File: src/rtl/m_rst_seq.sv
// Reset sequencer for active-low async set/reset flop domains.
// A global async reset is synchronised on release. The domains are then
// released one at a time in index order, each after its own programmable delay.
// Software can request a full re-reset. That request holds every domain low
// for HOLD_CYC cycles and acknowledges with a one-cycle pulse.

// One domain's reset flop. It is cleared by the async reset or by a
// software re-reset, and set when the sequencer reaches this domain.
module m_rst_seq_dom (
  input  logic CK,
  input  logic RST,
  input  logic clr_i,
  input  logic rel_i,
  output logic dom_rst_n_o
);

  logic rst_n_q;

  // Clearing wins over release; the sequencer never asserts both at once.
  always_ff @(posedge CK or posedge RST) begin
    if (RST)        rst_n_q <= 1'b0;
    else if (clr_i) rst_n_q <= 1'b0;
    else if (rel_i) rst_n_q <= 1'b1;
  end

  assign dom_rst_n_o = rst_n_q;

endmodule

module m_rst_seq #(
  parameter int N_DOM       = 4,
  parameter int SYNC_STAGES = 2,
  parameter int DLY_W       = 8,
  parameter int HOLD_CYC    = 4
) (
  input  logic                   CK,
  input  logic                   RST,
  input  logic [N_DOM*DLY_W-1:0] DLY,
  input  logic                   SW_RST_REQ,
  output logic                   SW_RST_ACK,
  output logic [N_DOM-1:0]       DOM_RST_N,
  output logic                   BUSY,
  output logic                   DONE
);

  localparam int IDX_W = (N_DOM > 1) ? $clog2(N_DOM) : 1;
  // The delay table is padded to a power of two so that idx+1 can index it
  // without a range check. Padding entries are never loaded.
  localparam int N_PAD = 1 << IDX_W;
  localparam logic [IDX_W-1:0] LAST   = IDX_W'(N_DOM - 1);
  localparam logic [DLY_W-1:0] HOLD_L = DLY_W'(HOLD_CYC - 1);

  typedef enum logic [1:0] {
    S_SYNC = 2'd0,
    S_WAIT = 2'd1,
    S_HOLD = 2'd2,
    S_IDLE = 2'd3
  } state_t;

  state_t             state_q, state_d;
  logic [IDX_W-1:0]   idx_q, idx_d, idx_nx;
  logic [DLY_W-1:0]   cnt_q, cnt_d;
  logic               done_q, done_d;
  logic               ack_q, ack_d;
  logic [SYNC_STAGES-1:0] sync_q;
  logic               rst_s;
  logic [N_DOM-1:0]   rel;
  logic               clr;
  logic [DLY_W-1:0]   dly_a [N_PAD];

  // Unpack the flat delay bus into per-domain fields.
  for (genvar i = 0; i < N_PAD; i++) begin : g_dly
    if (i < N_DOM) begin : g_fld
      assign dly_a[i] = DLY[i*DLY_W +: DLY_W];
    end else begin : g_pad
      assign dly_a[i] = '0;
    end
  end

  // Release synchroniser: asserts at once, deasserts SYNC_STAGES edges after RST falls.
  always_ff @(posedge CK or posedge RST) begin
    if (RST) sync_q <= '1;
    else     sync_q <= {sync_q[SYNC_STAGES-2:0], 1'b0};
  end

  assign rst_s  = sync_q[SYNC_STAGES-1];
  assign idx_nx = idx_q + IDX_W'(1);

  // Sequencer state, domain index, delay counter and registered status flags.
  always_ff @(posedge CK or posedge RST) begin
    if (RST) begin
      state_q <= S_SYNC;
      idx_q   <= '0;
      cnt_q   <= '0;
      done_q  <= 1'b0;
      ack_q   <= 1'b0;
    end else begin
      state_q <= state_d;
      idx_q   <= idx_d;
      cnt_q   <= cnt_d;
      done_q  <= done_d;
      ack_q   <= ack_d;
    end
  end

  // Next-state logic. It also produces the per-domain release strobes and the global clear.
  always_comb begin
    state_d = state_q;
    idx_d   = idx_q;
    cnt_d   = cnt_q;
    done_d  = done_q;
    ack_d   = 1'b0;
    rel     = '0;
    clr     = 1'b0;
    case (state_q)
      S_SYNC: begin
        if (!rst_s) begin
          state_d = S_WAIT;
          idx_d   = '0;
          cnt_d   = dly_a[0];
        end
      end
      S_WAIT: begin
        if (cnt_q != '0) begin
          cnt_d = cnt_q - DLY_W'(1);
        end else begin
          for (int i = 0; i < N_DOM; i++)
            if (idx_q == IDX_W'(i)) rel[i] = 1'b1;
          if (idx_q == LAST) begin
            state_d = S_IDLE;
            done_d  = 1'b1;
          end else begin
            // The next field is sampled here only. Later DLY changes wait for the next run.
            idx_d = idx_nx;
            cnt_d = dly_a[idx_nx];
          end
        end
      end
      S_HOLD: begin
        if (cnt_q != '0) begin
          cnt_d = cnt_q - DLY_W'(1);
        end else begin
          ack_d   = 1'b1;
          state_d = S_WAIT;
          idx_d   = '0;
          cnt_d   = dly_a[0];
        end
      end
      S_IDLE: begin
        if (SW_RST_REQ) begin
          clr     = 1'b1;
          done_d  = 1'b0;
          state_d = S_HOLD;
          cnt_d   = HOLD_L;
        end
      end
      default: state_d = S_SYNC;
    endcase
  end

  for (genvar i = 0; i < N_DOM; i++) begin : g_dom
    m_rst_seq_dom u_dom (
      .CK          (CK),
      .RST         (RST),
      .clr_i       (clr),
      .rel_i       (rel[i]),
      .dom_rst_n_o (DOM_RST_N[i])
    );
  end

  assign SW_RST_ACK = ack_q;
  assign DONE       = done_q;
  assign BUSY       = (state_q != S_IDLE);

endmodule

File: config.mk
export PLATFORM = sky130hd
export DESIGN_NAME = m_rst_seq
export DESIGN_NICKNAME = d
export VERILOG_FILES = /design/src/rtl/m_rst_seq.sv
export SDC_FILE = /design/constraint.sdc
export NUM_CORES = 1
export LEC_CHECK = 0
export ABC_AREA = 1
export BUFFER_PORTS_ARGS = -buffer_cell sky130_fd_sc_hd__buf_2
export CORE_ASPECT_RATIO = 1.75
export CORE_MARGIN = 2
export CORE_UTILIZATION = 40
export DETAILED_ROUTE_END_ITERATION = 8
export PLACE_DENSITY_LB_ADDON = 0.08
export SETUP_SLACK_MARGIN = 0.1
export SYNTH_ARGS = -nofsm -noshare
export SYNTH_HDL_FRONTEND = slang
export SYNTH_SLANG_ARGS = --single-unit
File: constraint.sdc
create_clock -name CK -period 2.9 [get_ports CK]
set_input_delay 0.435 -clock CK [delete_from_list [all_inputs] [get_ports CK]]
set_output_delay 0.435 -clock CK [all_outputs]
set_load 0.005 [all_outputs]
==> results.cfg <==
[run_status]
status = finished clean

[sta]
setup_tns_ps = 0
worst_pin_slew_ps = 766.8
finalClockSkew_ps = 5.526
finalSetupViolCount = 0
slew_headroom = 0.4882
setup_ws_ps = 899.6
fin_crit_sh = 0.6898
fmax_ghz = 0.4999
rsz0062_at_grt = false
final.min_clock_period_ps = 2000
finalHoldViolCount = 0
maxSlewViolCount = 0

[clock_network]
cts_buffer_depth = 2
cts_buffers = 3
clk_pin_slew_ps = 80
clk_latency_ps = 260
clock-sinks = 20
cts_hold_buf = 0
cts_resized = 0
htree_levels = 1
cts_tree = done
cts_root_buf = clkbuf_8
post_cts_buffers = 0

[pwr]
netSwitchingFraction = 0.5037
pwr-share-comb = 0.625
irDropWorstVdd_v = 0.0005405
p_clk_frac = 0.141
p_seq_frac = 0.234
p_leak_uw = 0.001139
power.density_nw_per_um2 = 994.3
internal-power_uw = 991.6
p_sw_uw = 1006

[global_route]
overflow = 0
first_global_vias = 1638
antenna_found_initial = 0
track_usage = 0.1923
grt_pass1_wl_um = 7279
grt_start_max_net_pins = 22

[synth]
syn-cell-area_um2 = 1762
synth_async_sr_flop_share = 1.000
ys_types = 31
syn_area_per_cell_um2 = 6.337
synth_ff_type = dfrtp_1
yosys-top-cells-area = dfrtp_1, nand2_1, nand3_1
synth_seq_cells = 20
synth_fp_nets = 319
synth_top_area_share = 0.2557
syn_inst = 278
synth_largest_area_cell = dfrtp_1
ys_seq_area_frac = 0.2855
synth_edf_count = 0
ys_warn_count = 0

[route]
dr_total_vias = 1708
vias_per_cell = 4.718
drcViolationCount = 0
drt_iter0_markers = 39
firstDrtPassIters = 4
wl_per_cell_um = 11.55
drt-total-wl_um = 4182
ant_nets = 0

[die]
row_count = 32
coreArea_um2 = 4324
die-area_um2 = 4972
initial_core_util = 0.4074
die_w_um = 54.17
ioPinCount = 42
fp.dieH_um = 91.79

[place]
place_ws_ps = 917.3
place_area_um2 = 1938
gp_congestion = 0.7960
io_buffers = 41
post-dp-hpwl_um = 3404

[flow_run]
maxCapViolations = 0

[finish]
diodes = 0
layout_commonest_cell = nand2_1
nets = 353
syn2layout_area_growth_pct = 14.06
final_area_um2 = 2009
drive_gt1_frac = 0.2476
final_cell_mix = nand2_1, buf_2, nand3_1

[setup_path]
cp_max_fo = 17
worstPathArrival_ps = 2200
path_class = register to register
startpoint_type = register
cp.required_ps = 3100
crit_path_end_kind = register

[min_path]
hold_class = primary input to async pin
final timing paths:
kind / startpoint / to / slack, ps / cells after the start
setup / recovery: idx_q[0] / cnt_q[5] / 900 / 12
hold / removal: RST / SW_RST_ACK / 300 / 2
setup reg to reg: idx_q[0] / cnt_q[5] / 900 / 12
hold reg to reg: sync_q[0] / sync_q[1] / 360 / 0
max in group asynchronous: RST / cnt_q[3] / 2120 / 2
min in group CK: sync_q[0] / sync_q[1] / 360 / 0
synthesized netlist by cell type, types with 3 or more instances:
| cell type | number |
|---|---|
| nor2_1 | 13 |
| nor2_2 | 3 |
| buf_6 | 4 |
| inv_2 | 5 |
| buf_4 | 4 |
| buf_2 | 5 |
| nand3_1 | 33 |
| ha_1 | 6 |
| nand2_2 | 9 |
| nor2_4 | 4 |
| o21ai_0 | 10 |
| dfrtp_1 | 18 |
| nand2_1 | 117 |
| inv_1 | 25 |
final cells by class:
type / instances / area [um2]
flip-flops and latches: 20 / 503.0
fillers: 491 / 2315
multi-input cells: 212 / 1031
repair buffers: 42 / 212.7
well taps: 51 / 63.81
clock inverters: 1 / 30.03
clock buffers: 3 / 41.29
inverters: 33 / 127.6
state kept, by name, indices dropped and copies added (netlist names):
| name | count |
|---|---|
| sync_q | 2 |
| SW_RST_ACK | 1 |
| state_q | 2 |
| idx_q | 2 |
| cnt_q | 8 |
| DONE | 1 |
| g_dom.u_dom.dom_rst_n_o | 4 |
through the flow:
step	hold WS, ps	utilization	cells	power (uW)
final	296.5	0.4647	362	1998
after global routing	362.1	0.4647	362	2235
after CTS	314.6	0.4647	362	2033
after detailed placement	347.5	0.4482	358	1734
after global placement	347.0	0.4482	358	1730
after floorplan	345.2	-	278	1519
logic make-up (layout without fill, tap and decap cells):
logic type / after synthesis / count (layout) / share of synthesized area
AND/OR/NAND/NOR: 189 / 189 / 0.4908
buffers and inverters: 46 / 79 / 0.1293
flip-flops: 20 / 20 / 0.2855
AO/OA/AOI/OAI: 15 / 15 / 0.04475
adder cells (fa/ha/maj): 6 / 6 / 0.04261
other: 1 / 1 / 0.002129
XOR/XNOR: 1 / 1 / 0.004972
worst max-delay path: stages (launching register included):
cell      delay, ps
dfrtp_1         380
inv_1           350
ha_1            360
clkinv_1        270
nand3_1         150
nand2_1          60
nand2_1          50
nand2_1          50
nand2_1          70
nand2_1          50
nand2_1          50
nand2_1          40
nand2_1          40
power by group through the flow:
stage / Sequential (uW) / Clock [uW] / Combinational, uW
2_1_floorplan: 439 / 0 / 1080
3_5_place_dp: 472 / 0 / 1260
5_1_grt: 479 / 301 / 1450
3_3_place_gp: 475 / 0 / 1260
4_1_cts: 468 / 294 / 1270
6_report: 468 / 281 / 1250
per-layer routing:
metal  global-route usage  wire length (um)  vias up
met5                    0                 0        -
met4              0.06667                65        0
met3              0.01792               155        5
met2               0.3253              2173       34
met1               0.2438              1786      749
li1                     -                 -      920
Power figures use the tool's default switching activity.
